## config.mk

```make
export PLATFORM = sky130hd
export DESIGN_NAME = dmx_rx
export DESIGN_NICKNAME = d
export VERILOG_FILES = /design/src/rtl/dmx_rx.sv
export SDC_FILE = /design/constraint.sdc
export NUM_CORES = 1
export LEC_CHECK = 0
export ABC_AREA = 1
export CELL_PAD_IN_SITES_DETAIL_PLACEMENT = 1
export CELL_PAD_IN_SITES_GLOBAL_PLACEMENT = 2
export CORE_MARGIN = 2
export CORE_UTILIZATION = 25
export CTS_BUF_LIST = sky130_fd_sc_hd__clkbuf_4 sky130_fd_sc_hd__clkbuf_8 sky130_fd_sc_hd__clkbuf_16
export DETAILED_ROUTE_END_ITERATION = 7
export MAX_ROUTING_LAYER = met4
export PLACE_DENSITY = 0.61
export SLEW_MARGIN = 20
export SYNTH_ARGS = -nofsm -noshare
export SYNTH_HDL_FRONTEND = slang
export SYNTH_SLANG_ARGS = --single-unit
```

## constraint.sdc

```tcl
create_clock -name clk -period 2.95 [get_ports clk]
set_input_delay 0.885 -clock clk [delete_from_list [all_inputs] [get_ports clk]]
set_output_delay 0.885 -clock clk [all_outputs]
set_load 0.005 [all_outputs]
```

## src/rtl/dmx_rx.sv

```systemverilog
// DMX512 receiver: 16x oversampled UART framing with break detection and slot numbering.
// All timing advances on baudEn; strobes are registered one-clk pulses.
module dmx_rx #(
  parameter int unsigned BRK_TICKS = 352,
  parameter int unsigned MAX_SLOT  = 512
) (
  input  logic       clk,
  input  logic       rst,
  input  logic       baudEn,
  input  logic       rxd,
  output logic [8:0] data,
  output logic [9:0] slot,
  output logic       valid,
  output logic       brk,
  output logic       ferr
);

  localparam logic [8:0]  BrkTicksW = 9'(BRK_TICKS);
  localparam logic [10:0] MaxSlotW  = 11'(MAX_SLOT);

  typedef enum logic [2:0] {StIdle, StStart, StData, StStop, StWaitHi} state_e;

  state_e      state_q, state_d;
  logic [1:0]  sync_q;
  logic        rxs;
  logic [3:0]  ph_q, ph_d;
  logic [2:0]  bitnum_q, bitnum_d;
  logic [7:0]  shift_q, shift_d;
  logic [8:0]  low_cnt_q;
  logic        cand_q, cand_d;
  logic        seen_q;
  logic [10:0] nslot_q;
  logic        valid_d, brk_d, ferr_d;

  assign rxs = sync_q[1];

  // State register: FSM, counters, synchronizer and registered outputs.
  always_ff @(posedge clk or posedge rst) begin
    if (rst) begin
      state_q   <= StIdle;
      sync_q    <= 2'b11;
      ph_q      <= 4'd0;
      bitnum_q  <= 3'd0;
      shift_q   <= 8'd0;
      low_cnt_q <= 9'd0;
      cand_q    <= 1'b0;
      seen_q    <= 1'b0;
      nslot_q   <= 11'd0;
      data      <= 9'd0;
      slot      <= 10'd0;
      valid     <= 1'b0;
      brk       <= 1'b0;
      ferr      <= 1'b0;
    end else begin
      valid <= valid_d;
      brk   <= brk_d;
      ferr  <= ferr_d;
      if (baudEn) begin
        sync_q   <= {sync_q[0], rxd};
        state_q  <= state_d;
        ph_q     <= ph_d;
        bitnum_q <= bitnum_d;
        shift_q  <= shift_d;
        cand_q   <= cand_d;
        if (!rxs) begin
          if (low_cnt_q != 9'd511) low_cnt_q <= low_cnt_q + 9'd1;
        end else begin
          low_cnt_q <= 9'd0;
        end
      end
      if (brk_d) begin
        seen_q  <= 1'b1;
        nslot_q <= 11'd0;
      end
      if (valid_d) begin
        data    <= {(nslot_q == 11'd0), shift_q};
        slot    <= nslot_q[9:0];
        nslot_q <= nslot_q + 11'd1;
      end
    end
  end

  // Next-state logic.
  always_comb begin
    state_d  = state_q;
    ph_d     = ph_q;
    bitnum_d = bitnum_q;
    shift_d  = shift_q;
    cand_d   = cand_q;
    unique case (state_q)
      StIdle: begin
        if (!rxs) begin
          state_d = StStart;
          ph_d    = 4'd0;
        end
      end
      StStart: begin
        ph_d = ph_q + 4'd1;
        if (ph_q == 4'd7) begin
          if (rxs) begin
            state_d = StIdle;
          end else begin
            state_d  = StData;
            bitnum_d = 3'd0;
          end
        end
      end
      StData: begin
        ph_d = ph_q + 4'd1;
        if (ph_q == 4'd7) begin
          shift_d  = {rxs, shift_q[7:1]};
          bitnum_d = bitnum_q + 3'd1;
          if (bitnum_q == 3'd7) state_d = StStop;
        end
      end
      StStop: begin
        ph_d = ph_q + 4'd1;
        if (ph_q == 4'd7) begin
          if (rxs) begin
            state_d = StIdle;
          end else begin
            state_d = StWaitHi;
            // An all-zero byte with a low stop bit may be the start of a break.
            cand_d  = (shift_q == 8'd0);
          end
        end
      end
      StWaitHi: begin
        if (rxs) state_d = StIdle;
      end
      default: state_d = StIdle;
    endcase
    if (!baudEn) begin
      state_d  = state_q;
      ph_d     = ph_q;
      bitnum_d = bitnum_q;
      shift_d  = shift_q;
      cand_d   = cand_q;
    end
  end

  // Strobe decode, registered in the state process.
  always_comb begin
    valid_d = 1'b0;
    brk_d   = 1'b0;
    ferr_d  = 1'b0;
    if (baudEn) begin
      unique case (state_q)
        StStop: begin
          if (ph_q == 4'd7) begin
            if (rxs) valid_d = seen_q && (nslot_q <= MaxSlotW);
            else if (shift_q != 8'd0) ferr_d = 1'b1;
          end
        end
        StWaitHi: begin
          if (rxs) begin
            if (low_cnt_q >= BrkTicksW) brk_d = 1'b1;
            else if (cand_q) ferr_d = 1'b1;
          end
        end
        default: ;
      endcase
    end
  end

endmodule

```

== After elaboration in Yosys (flattened, before gate mapping) ==
Index checks and enable logic that the tools add are counted.

* Flip-flop bits (word level): 64
* Bits in latches: 0
* Bits in writable memories: 0
* Memory bits (read-only): 0
* Input bits: 4
* Output and inout port bits: 22
* Logic and storage cells: 86
* Memories: 0

* Add/sub/neg operators: 4
* Multiply operators: 0
* Divide/modulo/power cells: 0
* Order comparisons: 2
* Equal/unequal tests: 14
* Shifts and indexed selects: 0
* Multiplexer cells: 35
* Bitwise logic cells: 1
* Reduce and logical (&&, ||, !) cells: 16

{| class="wikitable"
|+ Operators by type and width
! cell !! number
|-
| $mux W3 || 10
|-
| $mux W11 || 2
|-
| $mux W9 || 2
|-
| $mux W1 || 15
|-
| $pmux W3 S5 || 1
|-
| $ne A2 B2 Y1 const B || 7
|-
| $add A11 B1 Y11 const B || 1
|-
| $le A11 B10 Y1 const B || 1
|-
| $logic_not A11 Y1 || 1
|-
| $add A9 B1 Y9 const B || 1
|-
| $ge A9 B9 Y1 const B || 1
|-
| $ne A9 B9 Y1 const B || 1
|-
| $logic_not A8 Y1 || 1
|-
| $pmux W4 S2 || 1
|-
| $reduce_bool A2 Y1 || 4
|-
| $reduce_bool A8 Y1 || 1
|-
| $reduce_and A7 Y1 || 1
|-
| $eq A3 B2 Y1 const B || 2
|-
| $eq A3 B3 Y1 const B || 2
|-
| $pmux W3 S2 || 1
|-
| $reduce_and A3 Y1 || 2
|-
| $reduce_and A5 Y1 || 1
|-
| $add A4 B1 Y4 const B || 1
|-
| $eq A4 B3 Y1 const B || 1
|-
| 11 further kinds || 11
|}

== Depth between registers and ports, before layout ==
* Depth after elaboration: 7
* Mapped depth: 13
* Depth with buffers taken out: 13

== Worst setup path before layout ==
Ideal clock, no wire load.

* Kind: register to register
* Start: reg low_cnt_q[0]
* End: reg low_cnt_q[5]
* Data arrival time: 1652 ps
* Path slack: 1177 ps
* Stages on the path, launching flop included: 13
* Buffers on the path: 1
* Cells stage by stage: dfrtp_1 > ha_1 > nand2_1 > nor3_1 > and3_1 > ha_1 > inv_1 > nand2_1 > nand2_1 > buf_4 > nand3_1 > o21ai_0 > nor2_1

* Word-level cells in the longest chain between the ends: 3

{| class="wikitable"
|+ Ends and longest elaborated chain
! item !! RTL line !! text
|-
| start, declared || 29 || <nowiki>logic [8:0] low_cnt_q;</nowiki>
|-
| start signal, assigned || 66 || <nowiki>if (low_cnt_q != 9'd511) low_cnt_q <= low_cnt_q + 9'd1;</nowiki>
|-
| $add A9 B1 Y9 or $ne A9 B9 Y1 (tied branches) || 66 ||
|-
| $mux W9 or $reduce_bool A2 Y1 (tied branches) || n/a ||
|-
| $mux W9 or $reduce_and A2 Y1 (tied branches) || n/a ||
|}

Several ways; a longest one is shown, not always the timed one. The select of a mux whose other input is x is not followed.
A chain may end at the register's enable or synchronous reset.

== Worst setup path after layout ==
* Start: in baudEn
* End: reg nslot_q[2]

* Word-level cells in the longest chain between the ends: 2

{| class="wikitable"
|+ Ends and longest elaborated chain
! item !! RTL line !! text
|-
| start, declared || 9 || <nowiki>input logic baudEn,</nowiki>
|-
| $mux W1 * || 147 || <nowiki>if (baudEn) begin</nowiki>
|-
| named net valid_d || 33 || <nowiki>logic valid_d, brk_d, ferr_d;</nowiki>
|-
| $mux W11 or $reduce_bool A2 Y1 (tied branches) || n/a ||
|-
| end signal, assigned || 78 || <nowiki>nslot_q <= nslot_q + 11'd1;</nowiki>
|-
| end, declared || 32 || <nowiki>logic [10:0] nslot_q;</nowiki>
|}

Mark *: on every way through the listed nets, which the timed path passes. The rest lies on a longest branch.

==> flow_summary_export.csv <==
group,metric,value,unit
finish,area_growth,23.0,%
clocking,h-tree-depth,3,
timing,setup_tns,0,ps
global_route,grt_max_degree,36,
clocking,clkTransAtPathRegs,50,ps
worst_setup_path,cp-start-kind,"input pin",
yosys,synth_cell_types,30,
power_and_ir_drop,p_int,1.77,mW
detailed_routing,dr.first_iter.drc_count,98,
worst_setup_path,reg2reg_slack,770,ps
power_and_ir_drop,clkPwrFrac,44.3,%
place,gp_congestion,0.752,
yosys,synth_edf_count,0,
floorplanning,initial_core_util,25.7,%
power_and_ir_drop,p_per_area,605,mW/mm2
global_route,grt-ovfl-total,0,
detailed_routing,viasPerCell,4.34,
worst_setup_path,crit_required,3230,ps
clocking,cts_resized,0,
yosys,synth_top_area_share,47.6,%
hold_path,hold_path.class,"reg -> reg",
worst_setup_path,cp_cell_sequence,"clkdlybuf4s50_1, nand2_2, clkinv_2, nand2_2, nor2_8, nand2_4, buf_4, inv_2, nand2_1, nand2_1",
power_and_ir_drop,power,2.43,mW
clocking,cts_root_buffer,"clkbuf_16",
global_route,grt_pass1_wl,13400,um
detailed_routing,dr.pass1.iters,4,
detailed_routing,wire_per_inst,13.0,um
detailed_routing,postRouteAntennaNets,0,
yosys,synth_cells,373,
finish,nNetsFinal,418,
power_and_ir_drop,power_switching,0.658,mW
run_status,outcome,"completed",
detailed_routing,drcViolationCount,0,
global_route,antenna_found_initial,0,
worst_setup_path,crit_arrival,2510,ps
power_and_ir_drop,p_leak,1.94,nW
timing,min_period,2230,ps
detailed_routing,vias,2520,
floorplanning,dieArea,0.0140,mm2
worst_setup_path,slowest_stage,"clkdlybuf4s50_1",
yosys,synth.avg_cell_area,8.74,um2
yosys,synth-async-reset-ratio,100,%
timing,final_hold_viol_count,0,
clocking,post_cts.repair.setup_buffers,0,
global_route,grt_usage,12.5,%
yosys,syn_area,0.00326,mm2
yosys,synth-seq-area-share,49.2,%
clocking,clockBufferDepth,2,
yosys,synth-main-ff-cell,"dfrtp_1",
floorplanning,chipWidth,118,um
place,dp_cells,567,
timing,period_share,75.7,%
yosys,ys_top_cells_by_count,"nand2_1, dfrtp_1, inv_1",
power_and_ir_drop,vdd_drop_max,0.000238,V
yosys,synth_fp_nets,385,
power_and_ir_drop,pwr-share-seq,42.5,%
clocking,clk-insertion-delay-late,340,ps
floorplanning,core,0.0127,mm2
timing,max_clock_freq,448,MHz
place,port_buffers,25,
power_and_ir_drop,swShare,27.1,%
run,maxCapViolCount,0,
power_and_ir_drop,pwr-share-comb,13.2,%
clocking,clock_sinks,64,
yosys,synth.most_common_cell,"nand2_1",
clocking,cts_tree,"done",
worst_setup_path,critPathMaxStageDelay,490,ps
clocking,numCtsBuffers,9,
floorplanning,fp-row-count,41,
timing,finalMaxSlewViolations,0,
yosys,yosysWarnings,0,
worst_setup_path,critical_path_class,"in -> reg",
timing,setup_viol,0,
floorplanning,io_pins,26,
detailed_routing,wl,7570,um
finish,layout.cells.non_filler,581,
yosys,synth_area_leaders,"dfrtp_1, nand2_1, inv_1",
global_route,grt_pass1_vias,2602,
place,place_hpwl,5500,um
clocking,postCtsHoldBufs,0,
worst_setup_path,crit_fanout,15,
yosys,ys_ff_latch,64,
finish,drive_gt1_share,18.8,%
yosys,synth_top_area_cell,"dfrtp_1",
timing,maxSlewHeadroom,73.5,%
timing,worst_pin_slew,398,ps
finish,antenna_cells,0,
worst_setup_path,end_kind,"register",
floorplanning,die_h,118,um
timing,rsz0062_at_grt,"false",
timing,skew,4.33,ps
## area by class of cell
class / count / area [um2]
clock buffer: 11 / 253
clock inverter: 3 / 42.5
fill: 1538 / 8660
inverter: 49 / 185
multi-input combinational: 251 / 1390
sequential: 64 / 1600
tap: 172 / 215
timing repair buffer: 31 / 320
## registers in the layout (all words and copies together), names as in the netlist
signal and flops:
bitnum_q 3, brk 1, cand_q 1, data 9
ferr 1, low_cnt_q 9, nslot_q 11, ph_q 4
seen_q 1, shift_q 8, slot 10, state_q 3
sync_q 2, valid 1
## worst max-delay path: cells and delay by family
kind          cells  cell delay (ps)
buf+inv           4              950
simple gates      6              670
## power by group through the flow
| stage | Clock (mW) | Sequential (mW) | Combinational [mW] |
|---|---|---|---|
| 3_5_place_dp | 0 | 1.05 | 0.331 |
| 3_3_place_gp | 0 | 1.05 | 0.324 |
| 5_1_grt | 1.16 | 1.04 | 0.387 |
| 4_1_cts | 1.12 | 1.03 | 0.331 |
| 6_report | 1.08 | 1.03 | 0.320 |
| 2_1_floorplan | 0 | 1.03 | 0.253 |
## routing by layer
layer	vias to the layer above	part of all wire, %	track usage (%)
met5	-	0	-
met1	1209	51	16.6
li1	1262	-	-
met3	15	3.6	3.86
met4	0	1.9	4.97
met2	34	44	17.8
## per-stage QoR
stage / utilization [%] / setup slack (ps) / hold WS [ps] / area [um2]
after floorplan: - / 470 / 442 / 3260
after global placement: 29.3 / 348 / 455 / 3710
after detailed placement: 29.3 / 343 / 461 / 3710
after CTS: 31.6 / 698 / 470 / 4010
after global routing: 31.6 / 497 / 480 / 4010
final: 31.6 / 717 / 468 / 4010
## cell families (layout without fill, tap and decap cells)
logic type               Yosys count  in the layout  synth area share (%)
multiplexers                       1              1                 0.307
buffers and inverters             58             94                  8.17
XOR/XNOR                           4              4                  1.07
AND/OR/NAND/NOR                  193            193                  29.0
AO/OA/AOI/OAI                     45             45                  9.13
flip-flops                        64             64                  49.2
adder cells (fa/ha/maj)            8              8                  3.07
## final timing paths
check	start	cells after the start	to
max	baudEn	10	nslot_q[2]
min	sync_q[0]	2	sync_q[0]
max reg2reg	low_cnt_q[0]	11	low_cnt_q[5]
min reg2reg	sync_q[0]	2	sync_q[0]
max in group asynchronous	rst	3	sync_q[1]
min in group asynchronous	rst	2	shift_q[5]
## layout by cell type, fill, tap and decap left out, drive strengths merged, types with 8 or more instances in the layout
cell           synthesis  layout
nand2                105     105
dfrtp                 62      62
inv                   48      48
o21ai                 36      36
nand3                 35      35
nor2                  33      33
clkdlybuf4s50          0      25
clkbuf                 0      11
nand4                 10      10
ha                     8       8
(Power assumes the default switching activity.)
